$ cat config.mk
export PLATFORM = sky130hd
export DESIGN_NAME = seq_multiplier_param_flat
export DESIGN_NICKNAME = d
export VERILOG_FILES = /design/src/rtl/seq_multiplier_param_if.sv /design/src/rtl/seq_multiplier_param.sv /design/src/flat_wrapper.sv
export SDC_FILE = /design/constraint.sdc
export NUM_CORES = 1
export LEC_CHECK = 0
export BUFFER_PORTS_ARGS = -buffer_cell sky130_fd_sc_hd__buf_2
export CORE_MARGIN = 3
export CORE_UTILIZATION = 62
export CTS_BUF_LIST = sky130_fd_sc_hd__clkbuf_8
export CTS_CLUSTER_DIAMETER = 150
export DETAILED_ROUTE_END_ITERATION = 12
export PLACE_DENSITY_LB_ADDON = 0.2
export SETUP_SLACK_MARGIN = 0.4
export SLEW_MARGIN = 20
export SYNTH_ARGS = -nofsm -noshare
export SYNTH_HDL_FRONTEND = slang
export SYNTH_SLANG_ARGS = --single-unit
$ cat constraint.sdc
create_clock -name clk -period 3.5 [get_ports clk]
set_input_delay 0.35 -clock clk [delete_from_list [all_inputs] [get_ports clk]]
set_output_delay 0.35 -clock clk [all_outputs]
set_load 0.03 [all_outputs]
$ cat src/rtl/seq_multiplier_param_if.sv
// Operand/result bundle for seq_multiplier_param: start request, operands and mode
// in, full product, overflow and busy/done handshake out.
interface seq_multiplier_param_if #(
   parameter int WIDTH = 8
);
   logic                 start;
   logic                 mode_signed;
   logic [WIDTH-1:0]     a;
   logic [WIDTH-1:0]     b;
   logic [2*WIDTH-1:0]   product;
   logic                 ovf;
   logic                 busy;
   logic                 done;

   modport master (
      output start, mode_signed, a, b,
      input  product, ovf, busy, done
   );

   modport slave (
      input  start, mode_signed, a, b,
      output product, ovf, busy, done
   );
endinterface

$ cat src/rtl/seq_multiplier_param.sv
// Sequential shift-and-add multiplier, one multiplier bit per cycle, signed/unsigned per op.
// Define SEQ_MUL_EARLY_TERM_EN to stop iterating once the remaining multiplier bits are zero.
module seq_multiplier_param #(
   parameter  int WIDTH = 8,
   localparam int CNT_W = $clog2(WIDTH + 1)
) (
   input logic                  clk,
   input logic                  rst_n,
   seq_multiplier_param_if.slave bus
);
   typedef enum logic [1:0] {IDLE, RUN, FIN} state_t;

   state_t               state_q, state_d;
   logic                 mode_q, mode_d;
   logic                 neg_q, neg_d;
   logic [WIDTH-1:0]     mreg_q, mreg_d;
   logic [2*WIDTH-1:0]   mcand_q, mcand_d;
   logic [2*WIDTH-1:0]   acc_q, acc_d;
   logic [CNT_W-1:0]     count_q, count_d;
   logic [2*WIDTH-1:0]   product_q, product_d;
   logic                 ovf_q, ovf_d;
   logic                 done_q, done_d;

   logic [WIDTH-1:0]     a_mag, b_mag;
   logic [2*WIDTH-1:0]   prod_final;
   logic [WIDTH:0]       prod_top;
   logic                 ovf_final;

   // Negating -2^(W-1) yields the same bit pattern, which read unsigned is the correct magnitude.
   always_comb begin
      a_mag = (bus.mode_signed && bus.a[WIDTH-1]) ? (~bus.a + 1'b1) : bus.a;
      b_mag = (bus.mode_signed && bus.b[WIDTH-1]) ? (~bus.b + 1'b1) : bus.b;
   end

   always_comb begin
      prod_final = neg_q ? (~acc_q + 1'b1) : acc_q;
      prod_top   = prod_final[2*WIDTH-1:WIDTH-1];
      if (mode_q) begin
         ovf_final = !((&prod_top) || (~|prod_top));
      end else begin
         ovf_final = |prod_final[2*WIDTH-1:WIDTH];
      end
   end

   always_comb begin
      state_d   = state_q;
      mode_d    = mode_q;
      neg_d     = neg_q;
      mreg_d    = mreg_q;
      mcand_d   = mcand_q;
      acc_d     = acc_q;
      count_d   = count_q;
      product_d = product_q;
      ovf_d     = ovf_q;
      done_d    = 1'b0;

      case (state_q)
         IDLE: begin
            if (bus.start) begin
               mode_d  = bus.mode_signed;
               neg_d   = bus.mode_signed & (bus.a[WIDTH-1] ^ bus.b[WIDTH-1]);
               mreg_d  = b_mag;
               mcand_d = {{WIDTH{1'b0}}, a_mag};
               acc_d   = '0;
               count_d = '0;
               state_d = RUN;
            end
         end
         RUN: begin
`ifdef SEQ_MUL_EARLY_TERM_EN
            if (mreg_q == '0) begin
               state_d = FIN;
            end else begin
               if (mreg_q[0]) acc_d = acc_q + mcand_q;
               mcand_d = mcand_q << 1;
               mreg_d  = mreg_q >> 1;
               count_d = count_q + 1'b1;
               // Leave on the edge that consumes the last set bit.
               if ((mreg_q[WIDTH-1:1] == '0) || (count_d == CNT_W'(WIDTH))) state_d = FIN;
            end
`else
            if (mreg_q[0]) acc_d = acc_q + mcand_q;
            mcand_d = mcand_q << 1;
            mreg_d  = mreg_q >> 1;
            count_d = count_q + 1'b1;
            if (count_d == CNT_W'(WIDTH)) state_d = FIN;
`endif
         end
         FIN: begin
            product_d = prod_final;
            ovf_d     = ovf_final;
            done_d    = 1'b1;
            state_d   = IDLE;
         end
         default: state_d = IDLE;
      endcase
   end

   always_ff @(posedge clk or negedge rst_n) begin
      if (!rst_n) begin
         state_q   <= IDLE;
         mode_q    <= 1'b0;
         neg_q     <= 1'b0;
         mreg_q    <= '0;
         mcand_q   <= '0;
         acc_q     <= '0;
         count_q   <= '0;
         product_q <= '0;
         ovf_q     <= 1'b0;
         done_q    <= 1'b0;
      end else begin
         state_q   <= state_d;
         mode_q    <= mode_d;
         neg_q     <= neg_d;
         mreg_q    <= mreg_d;
         mcand_q   <= mcand_d;
         acc_q     <= acc_d;
         count_q   <= count_d;
         product_q <= product_d;
         ovf_q     <= ovf_d;
         done_q    <= done_d;
      end
   end

   assign bus.product = product_q;
   assign bus.ovf     = ovf_q;
   assign bus.busy    = (state_q != IDLE);
   assign bus.done    = done_q;
endmodule

$ cat src/flat_wrapper.sv
// flat-port wrapper written by rule: the top's interface ports become plain ports
module seq_multiplier_param_flat 
#(
   parameter  int WIDTH = 8,
   localparam int CNT_W = $clog2(WIDTH + 1)
)
  (clk, rst_n, bus_start, bus_mode_signed, bus_a, bus_b, bus_product, bus_ovf, bus_busy, bus_done);
  seq_multiplier_param_if #(.WIDTH(WIDTH)) bus_i ();
  input logic clk;
  input logic rst_n;
  input wire logic [$bits(bus_i.start)-1:0] bus_start;
  input wire logic [$bits(bus_i.mode_signed)-1:0] bus_mode_signed;
  input wire logic [$bits(bus_i.a)-1:0] bus_a;
  input wire logic [$bits(bus_i.b)-1:0] bus_b;
  output wire logic [$bits(bus_i.product)-1:0] bus_product;
  output wire logic [$bits(bus_i.ovf)-1:0] bus_ovf;
  output wire logic [$bits(bus_i.busy)-1:0] bus_busy;
  output wire logic [$bits(bus_i.done)-1:0] bus_done;
  assign bus_i.start = bus_start;
  assign bus_i.mode_signed = bus_mode_signed;
  assign bus_i.a = bus_a;
  assign bus_i.b = bus_b;
  assign bus_product = bus_i.product;
  assign bus_ovf = bus_i.ovf;
  assign bus_busy = bus_i.busy;
  assign bus_done = bus_i.done;
  seq_multiplier_param #(.WIDTH(WIDTH)) u_core (.clk(clk), .rst_n(rst_n), .bus(bus_i));
endmodule
==> impl_metrics.csv, run 1 <==
group,metric,value,unit
status,outcome,"finished clean",
yosys,ys_seq_elements,66,
power,p_sw,1720,µW
yosys,yosys.area.top_type,"dfrtp_1",
floorplanning,dieArea,7380,µm²
worst_setup_path,cp.required,3.73,ns
sta,final.min_clock_period,2.51,ns
power,pwr-share-seq,35.2,%
routing,drt-initial-drc-count,228,
sta,worst_pin_slew,0.979,ns
yosys,synth_cell_types,49,
sta,setup-tns-final,0,ns
yosys,async_flop_share,100,%
sta,setup_viol_count_final,0,
final_layout,n_antenna_cell,0,
sta,whs,0.0524,ns
global_route,grt_overflow,0,
yosys,synth_edf_count,0,
worst_setup_path,end_kind,"flip-flop",
power,p_int,2130,µW
worst_setup_path,cp.arrival,2.74,ns
floorplanning,io_pins,39,
final_layout,final_nets,522,
power,swShare,44.6,%
floorplanning,start_util,65.3,%
yosys,yosys-top-cells-area,"dfrtp_1 42%, o21ai_0 8.0%, nand2_1 8.0%",
clock_network,clk-insertion-delay-late,0.34,ns
clock_network,cts_made_buffers,9,
final_layout,n_fill_cell,461,
final_layout,syn_to_final_growth,10.4,%
yosys,syn-num-nets,494,
yosys,ys_warn_count,0,
floorplanning,core-area,6060,µm²
global_route,grt_max_degree,35,
sta,relSlewSlack,34.5,%
placed_design,placed_area,4160,µm²
sta,finalCritPeriodShare,71.7,%
sta,slew_violations,0,
worst_setup_path,startpoint_type,"flip-flop",
placed_design,hpwl,6.15,mm
floorplanning,die_x,85.9,µm
routing,drt_first_pass_iters,4,
sta,clock_skew,0.00753,ns
clock_network,clk_path_buf_depth,2,
routing,wl,8.41,mm
global_route,grtUsageTotal,25.4,%
routing,antenna_left,0,
placed_design,dpl_worst_slack,1.03,ns
yosys,yosysTopAreaCellShare,41.7,%
worst_setup_path,path_class,"reg2reg",
routing,route.detailed.drc,0,
routing,num_vias,3316,
yosys,syn_inst,454,
yosys,syn_area,3960,µm²
power,leakage,0.00205,µW
yosys,ys_seq_area_share,41.7,%
final_layout,drive_gt1_share,12.9,%
power,p_total,3850,µW
worst_hold_path,hp-class,"in2async",
yosys,syn_avg_cell_area,8.72,µm²
placed_design,place_congestion,0.970,
placed_design,portBuffers,38,
global_route,grt_pass1_wl,14.9,mm
routing,avgViaCountPerCell,5.90,
clock_network,ctsHoldBuffers,0,
clock_network,clkSinkCount,66,
sta,fmax,399,MHz
clock_network,cts.reportedPaths.clkPinSlew,0.07,ns
floorplanning,row_count,28,
yosys,ys.flop_type,"dfrtp_1",
power,combPwrFrac,47.8,%
floorplanning,die_height,85.9,µm
flow_run,drv_cap,0,
power,powerDensity,881,nW/µm²
routing,wl_per_cell,15.0,µm
clock_network,post_cts_buffers,0,
global_route,antenna_found_initial,0,
sta,setup_ws,0.992,ns
sta,hold_viol,0,
global_route,grt_pass1_vias,3246,
worst_setup_path,rrSetupSlack,0.99,ns
power,clockPowerShare,17.0,%
clock_network,cts_resized,0,
clock_network,cts_tree,"yes",
power,vdd_ir_drop_max,604,µV
clock_network,h-tree-depth,3,
final_layout,final_cell_mix,"84 x nand2_1, 66 x dfrtp_1, 63 x o21ai_0",
worst_setup_path,path_max_fanout,16,
sta,rsz0062_at_grt,"no",
final_layout,final_area,4370,µm²
clock_network,cts_root_buf,"clkbuf_8",
final_layout,final_common_cell,"nand2_1",
-- metrics by stage --
stage          util (%)  cells
4_1_cts            72.1    562
5_1_grt            72.1    562
3_3_place_gp       68.7    546
6_report           72.1    562
3_5_place_dp       68.7    546
2_1_floorplan         -    454
-- worst paths after layout --
kind | startpoint | end | cells after the start
hold / removal | rst_n | u_core.bus.product[2]$_DFFE_PN0P_ | 1
setup / recovery | u_core.state_q[0]$_DFFE_PN0P_ | u_core.acc_q[15]$_DFFE_PN0P_ | 6
hold reg to reg | u_core.bus.product[7]$_DFFE_PN0P_ | u_core.bus.product[7]$_DFFE_PN0P_ | 2
max in group asynchronous | rst_n | u_core.count_q[1]$_DFFE_PN0P_ | 2
setup reg to reg | u_core.state_q[0]$_DFFE_PN0P_ | u_core.acc_q[15]$_DFFE_PN0P_ | 6
min in group clk | bus_b[0] | u_core.mreg_q[0]$_DFFE_PN0P_ | 3
-- power by group through the flow --
stage / clock, µW / sequential [µW] / combinational, µW
floorplan: 0 / 1340 / 1420
global placement: 0 / 1350 / 1790
detailed placement: 0 / 1360 / 1830
CTS: 665 / 1350 / 1840
global route: 701 / 1400 / 2090
finish: 655 / 1360 / 1840
-- worst max-delay path, cell delays in order (launching register included) --
cell,delay [ns]
dfrtp_1,0.39
nor2b_1,0.61
nand2_1,0.49
a21o_1,0.30
a221oi_1,0.35
mux2i_1,0.13
o221a_2,0.14
-- flip-flops by register name, indices dropped and copies added (netlist names) --
signal and count:
u_core.state_q 2, u_core.mreg_q 8, u_core.mcand_q 16, u_core.bus.product 16, u_core.neg_q 1, u_core.acc_q 16, u_core.mode_q 1, u_core.bus.done 1
u_core.count_q 4, u_core.bus.ovf 1
-- Yosys cell counts, types with 2 or more instances --
cell type / number
nand2_1: 84
dfrtp_1: 66
o21ai_0: 63
nor2_1: 23
xor2_1: 23
clkbuf_1: 19
ha_1: 19
inv_1: 14
xnor2_1: 14
a22oi_1: 13
nand3_1: 13
a21oi_1: 12
nor3_1: 11
a31oi_1: 7
a21o_1: 6
o21a_1: 6
o31ai_1: 6
mux2i_1: 5
nor2b_1: 5
a211oi_1: 4
and2_1: 3
buf_1: 3
nand4_1: 3
a22o_1: 2
nand2b_1: 2
nor3b_1: 2
o21bai_1: 2
o41ai_1: 2
or3_1: 2
-- area by class of cell --
type | count | area, µm² | share of cell area, %
multi-input combinational | 351 | 2160 | 49.5
sequential | 66 | 1650 | 37.8
timing repair buffer | 40 | 205 | 4.70
clock buffer | 11 | 151 | 3.46
tap | 75 | 93.8 | 2.15
clock inverter | 5 | 52.6 | 1.20
inverter | 14 | 52.6 | 1.20
-- routing by layer --
metal	track usage (%)	wire length, µm
met5	0	0
met4	10.5	157
met3	3.94	431
met2	43.0	4090
met1	32.4	3730
-- logic make-up (layout without fill, tap and decap cells) --
logic type	after synthesis	after routing	share of synthesized area (%)
AOI/OAI and AO/OA	134	134	21.1
muxes	5	5	1.26
and+or+nand+nor	155	155	17.5
buffers and inverters	37	70	3.70
adders and majority gates	20	20	6.51
DFF	66	66	41.7
xor gates and xnor gates	37	37	8.19
Power figures use the tool's default switching activity.
==> run 2: changes to the inputs <==
CORE_UTILIZATION = 56   (was 62)
clock period = 2.2 ns   (was 3.5 ns; I/O delays follow)
==> run 2 against run 1 <==
The flow now finishes with violations (setup timing). Via count increased by 9.7%. Clock skew decreased by 0.0025 ns. Sequential power increased by 54%. Setup slack got worse by 1.0 ns. Cell count increased by 12%. Worst hold slack improved by 0.094 ns. Non-clock buffer count increased by 47. Flip-flop and latch count unchanged. Critical path depth increased by 1. Maximum frequency increased by 12%. Critical path type unchanged. Critical endpoint is now u_core.bus.ovf$_DFFE_PN0P_. Largest cell class unchanged. Largest power group unchanged. Highest routed layer unchanged.
==> impl_metrics.csv, run 2 (synthesis gave the netlist of run 1 again) <==
group,metric,value,unit
status,outcome,"finished, violations left",
status,failed_checks,"setup timing",
routing,route.detailed.drc,0,
clock_network,clk_path_buf_depth,2,
sta,final.min_clock_period,2.23,ns
routing,wl,9.75,mm
routing,wl_per_cell,15.5,µm
sta,rsz0062_at_grt,"yes",
global_route,grt_max_degree,67,
power,pwr-share-seq,28.9,%
floorplanning,io_pins,39,
routing,avgViaCountPerCell,5.77,
clock_network,h-tree-depth,3,
power,clockPowerShare,12.4,%
placed_design,portBuffers,38,
floorplanning,start_util,57.9,%
worst_hold_path,hp-class,"in2reg",
sta,slew_violations,0,
final_layout,final_common_cell,"nand2_1",
floorplanning,dieArea,8110,µm²
flow_run,drv_cap,0,
power,leakage,0.00232,µW
worst_setup_path,startpoint_type,"flip-flop",
sta,setup_ws,-0.0312,ns
sta,setup_viol_count_final,3,
global_route,antenna_found_initial,0,
power,p_sw,3310,µW
worst_setup_path,end_kind,"flip-flop",
sta,relSlewSlack,50.0,%
routing,num_vias,3636,
final_layout,n_antenna_cell,0,
worst_setup_path,cp.required,2.47,ns
final_layout,final_nets,569,
worst_setup_path,cp_num_buf_inv,0,
worst_setup_path,cpMaxStageDelayCell,"or4_4",
clock_network,cts_made_buffers,9,
worst_setup_path,crit_chain,"or4_4, or3_4, o41ai_4, xnor2_2, nor3_2, and4_1, nor3_1",
clock_network,cts.reportedPaths.clkPinSlew,0.07,ns
worst_setup_path,path_class,"reg2reg",
floorplanning,die_height,90.1,µm
worst_setup_path,crit_family,"simple AND/OR/NAND/NOR gates",
final_layout,syn_to_final_growth,26.7,%
global_route,grtUsageTotal,23.7,%
global_route,grt_overflow,0,
sta,worst_pin_slew,0.750,ns
sta,whs,0.146,ns
power,vdd_ir_drop_max,842,µV
final_layout,drive_gt1_share,27.5,%
final_layout,final_cell_mix,"84 x nand2_1, 63 x dfrtp_1, 48 x o21ai_0",
routing,drt-initial-drc-count,246,
power,combPwrFrac,58.7,%
routing,antenna_left,0,
sta,clock_skew,0.00499,ns
clock_network,clk-insertion-delay-late,0.35,ns
clock_network,cts_tree,"yes",
worst_setup_path,cp.arrival,2.50,ns
routing,drt_first_pass_iters,5,
floorplanning,die_x,90.1,µm
power,p_int,3950,µW
floorplanning,row_count,30,
sta,hold_viol,0,
global_route,grt_pass1_wl,15.9,mm
placed_design,place_congestion,0.976,
clock_network,cts_root_buf,"clkbuf_8",
sta,fmax,448,MHz
clock_network,clkSinkCount,66,
floorplanning,core-area,6830,µm²
placed_design,hpwl,6.61,mm
worst_setup_path,max_stage_delay,0.53,ns
power,swShare,45.6,%
power,powerDensity,1450,nW/µm²
placed_design,dpl_worst_slack,-0.0513,ns
sta,finalCritPeriodShare,101,%
global_route,grt_pass1_vias,3509,
worst_setup_path,path_max_fanout,3,
-- run 2: cell types whose count changed in the layout (fill, tap and decap cells not counted), sizes merged --
cell         change
bufinv           -1
clkinv           +2
buf             +46
dlygate4sd3      +1
clkbuf           -1
-- run 2: repair_timing --
item	in CTS	in global routing
buffers inserted	7	9
pin swaps	20	16
gates resized for setup	30	28
endpoints found under the setup margin	34	26
endpoints found under the hold margin	66	0
hold buffers	1	0
cloned	0	0
-- run 2: through the flow --
step	TNS (ns)	cells	total power (µW)	utilization (%)	area [µm²]
5_1_grt	-0.429	630	7800	73.4	5010
2_1_floorplan	-0.00183	454	4480	-	4010
3_5_place_dp	-0.0547	597	5510	65.5	4470
4_1_cts	-0.0304	621	6720	70.4	4810
6_report	-0.0709	630	7260	73.4	5010
3_3_place_gp	0	597	5400	65.5	4470
-- run 2: power groups by stage --
stage,clock network (µW),registers [µW],logic [µW]
3_5_place_dp,0,2080,3440
2_1_floorplan,0,2160,2320
4_1_cts,917,2070,3740
6_report,898,2100,4260
5_1_grt,967,2170,4670
3_3_place_gp,0,2060,3340
-- run 2: path summary, 6_finish.rpt --
| path | depth (start not counted) | from | slack (ns) | endpoint |
|---|---|---|---|---|
| setup reg to reg | 7 | u_core.acc_q[11]$_DFFE_PN0P_ | -0.03 | u_core.bus.ovf$_DFFE_PN0P_ |
| hold / removal | 3 | bus_b[0] | 0.15 | u_core.mreg_q[0]$_DFFE_PN0P_ |
| setup / recovery | 7 | u_core.acc_q[11]$_DFFE_PN0P_ | -0.03 | u_core.bus.ovf$_DFFE_PN0P_ |
| hold reg to reg | 2 | u_core.bus.product[5]$_DFFE_PN0P_ | 0.47 | u_core.bus.product[5]$_DFFE_PN0P_ |
| min in group asynchronous | 3 | rst_n | 0.42 | u_core.bus.product[3]$_DFFE_PN0P_ |
| max in group asynchronous | 3 | rst_n | 1.48 | u_core.mcand_q[2]$_DFFE_PN0P_ |
-- run 2: per-layer routing --
| layer | routed length [µm] | GRT usage [%] |
|---|---|---|
| met2 | 4880 | 40.4 |
| met3 | 455 | 4.10 |
| met5 | 0 | 0 |
| met1 | 4190 | 29.6 |
| met4 | 227 | 9.82 |
-- run 2: tightest hold or removal path: cells and delay by family --
family	cells	cell delay (ns)
compound gates	1	0.08
simple gates	1	0.06
buf+inv	1	0.11
-- run 2: layout make-up --
class,count,area (µm²)
inverters,14,52.6
multi-input cells,351,2430
repair buffers,87,588
clock buffers,10,138
well taps,96,120
flip-flops and latches,66,1660
fillers,532,1820
clock inverters,6,32.5
==> run 3: changes to the inputs <==
SETUP_SLACK_MARGIN = 0.15   (was 0.4)
==> run 3 against run 2 <==
The flow still finishes with violations (setup timing). Via count decreased by 5.5%. Count of clock-buffer cells in the layout unchanged. Design area decreased by 4.5%. Critical path depth unchanged. Non-clock buffer count decreased by 10. Global-route usage decreased by 1.4 points. Total power decreased by 7.5%. Sequential power decreased by 3%. Flip-flop and latch count unchanged. Die area unchanged. Worst hold slack improved by 0.0064 ns. Critical path type unchanged. Largest power group unchanged.
==> impl_metrics.csv, run 3 (synthesis gave the netlist of run 1 again) <==
group,metric,value,unit
routing,avgViaCountPerCell,5.55,
sta,worst_pin_slew,0.764,ns
final_layout,final_nets,559,
placed_design,placed_area,4430,µm²
routing,drt-initial-drc-count,192,
global_route,use_met2,37.8,%
worst_setup_path,crit_chain,"or4_4, or3_4, o41ai_4, xnor2_2, nand4_1, nor4_2, nor3_1",
clock_network,clk-insertion-delay-late,0.34,ns
clock_network,cts_made_buffers,9,
global_route,use_met1,28.3,%
power,swShare,43.5,%
routing,wl,8.58,mm
final_layout,n_antenna_cell,0,
final_layout,final_area,4790,µm²
routing,drt_first_pass_iters,4,
power,clockPowerShare,14.6,%
final_layout,drive_gt1_share,22.2,%
status,failed_checks,"setup timing",
final_layout,utilization,70.1,%
clock_network,h-tree-depth,3,
sta,slew_violations,0,
clock_network,clk_path_buf_depth,2,
worst_setup_path,end_kind,"flip-flop",
clock_network,cts_root_buf,"clkbuf_8",
clock_network,cts.reportedPaths.clkPinSlew,0.07,ns
worst_setup_path,path_class,"reg2reg",
sta,whs,0.153,ns
flow_run,drv_cap,0,
placed_design,portBuffers,38,
clock_network,cts_tree,"yes",
global_route,antenna_found_initial,0,
sta,rsz0062_at_grt,"yes",
final_layout,syn_to_final_growth,21.0,%
global_route,grtUsageTotal,22.3,%
sta,hold_viol,0,
routing,antenna_left,0,
power,powerDensity,1400,nW/µm²
worst_setup_path,cp_num_buf_inv,0,
power,leakage,0.00225,µW
worst_setup_path,cp.required,2.43,ns
clock_network,clkSinkCount,66,
worst_setup_path,path_max_fanout,3,
global_route,grt_max_degree,29,
floorplanning,io_pins,39,
worst_hold_path,hp-class,"in2reg",
power,pwr-share-seq,30.2,%
final_layout,final_common_cell,"nand2_1",
floorplanning,die_x,90.1,µm
floorplanning,start_util,57.9,%
final_layout,layout.cells.non_filler,619,
routing,num_vias,3437,
power,p_sw,2920,µW
global_route,top_usage_layer,"met2",
global_route,grt_pass1_wl,14.8,mm
sta,clock_skew,0.00810,ns
routing,wl_per_cell,13.9,µm
floorplanning,core-area,6830,µm²
worst_setup_path,cpMaxStageDelayCell,"or4_4",
sta,fmax,449,MHz
power,combPwrFrac,55.2,%
power,vdd_ir_drop_max,661,µV
worst_setup_path,startpoint_type,"flip-flop",
placed_design,dp.cells,596,
placed_design,dpl_worst_slack,-0.0207,ns
floorplanning,dieArea,8110,µm²
sta,final.min_clock_period,2.23,ns
sta,relSlewSlack,49.1,%
placed_design,place_congestion,0.985,
power,p_int,3790,µW
worst_setup_path,cp.arrival,2.45,ns
global_route,grt_overflow,0,
floorplanning,row_count,30,
global_route,use_met3,2.93,%
worst_setup_path,crit_family,"simple AND/OR/NAND/NOR gates",
global_route,grt_pass1_vias,3309,
sta,finalCritPeriodShare,101,%
sta,setup_viol_count_final,1,
worst_setup_path,max_stage_delay,0.53,ns
routing,route.detailed.drc,0,
placed_design,hpwl,6.33,mm
status,outcome,"finished, violations left",
floorplanning,die_height,90.1,µm
sta,setup_ws,-0.0274,ns
final_layout,final_cell_mix,"84 x nand2_1, 66 x dfrtp_1, 55 x o21ai_0",
run 3: cell count changes in the layout (fill, tap and decap cells not counted), moves of 3 or more:
cell / change
dfrtp_1: +3
buf_4: -5
buf_6: -4
o21ai_1: -5
clkinv_2: -3
dfrtp_2: -3
o21ai_0: +7
ha_4: -3
ha_1: +3
run 3: power by group through the flow:
stage	logic (µW)	registers [µW]	clock network [µW]
finish	3710	2030	977
global route	4150	2090	1040
CTS	3540	2030	997
detailed placement	3360	2040	0
global placement	3290	2030	0
floorplan	2280	2150	0
run 3: timing repair:
action,4_1_cts,5_1_grt
pin swaps,13,8
resized for setup,11,16
setup endpoints to repair,8,10
hold endpoints to repair,20,0
buffers inserted,4,3
hold buffers,1,0
run 3: tightest hold or removal path: stages:
cell and delay [ns]:
buf_2 0.12, nand3_1 0.07, nand2_1 0.05
run 3: layer usage:
metal / up-vias / part of all wire [%]
met5: - / 0
met4: 0 / 1.5
met3: 10 / 5.5
met2: 82 / 48
met1: 1609 / 45
li1: 1736 / -
run 3: through the flow:
stage | TNS [ns] | power, µW
final | -0.0274 | 6710
after global routing | -0.356 | 7290
after CTS | 0 | 6570
after detailed placement | -0.0207 | 5410
after global placement | 0 | 5320
after floorplan | -0.00183 | 4420
run 3: worst paths after layout:
path	start	slack, ns	endpoint	depth (start not counted)
min	bus_b[7]	0.15	u_core.mreg_q[7]$_DFFE_PN0P_	3
max in group asynchronous	rst_n	1.13	u_core.mode_q$_DFFE_PN0P_	3
min reg2reg	u_core.bus.product[7]$_DFFE_PN0P_	0.47	u_core.bus.product[7]$_DFFE_PN0P_	2
max	u_core.acc_q[11]$_DFFE_PN0P_	-0.03	u_core.bus.ovf$_DFFE_PN0P_	7
min in group asynchronous	rst_n	0.35	u_core.bus.product[1]$_DFFE_PN0P_	2
max reg2reg	u_core.acc_q[11]$_DFFE_PN0P_	-0.03	u_core.bus.ovf$_DFFE_PN0P_	7
run 3: cell type report:
type / instances / area, µm²
Timing Repair Buffer: 77 / 485
Fill cell: 546 / 2040
Multi-Input combinational cell: 351 / 2300
Inverter: 14 / 52.6
Clock buffer: 10 / 138
Clock inverter: 5 / 47.5
Tap cell: 96 / 120
Sequential cell: 66 / 1650
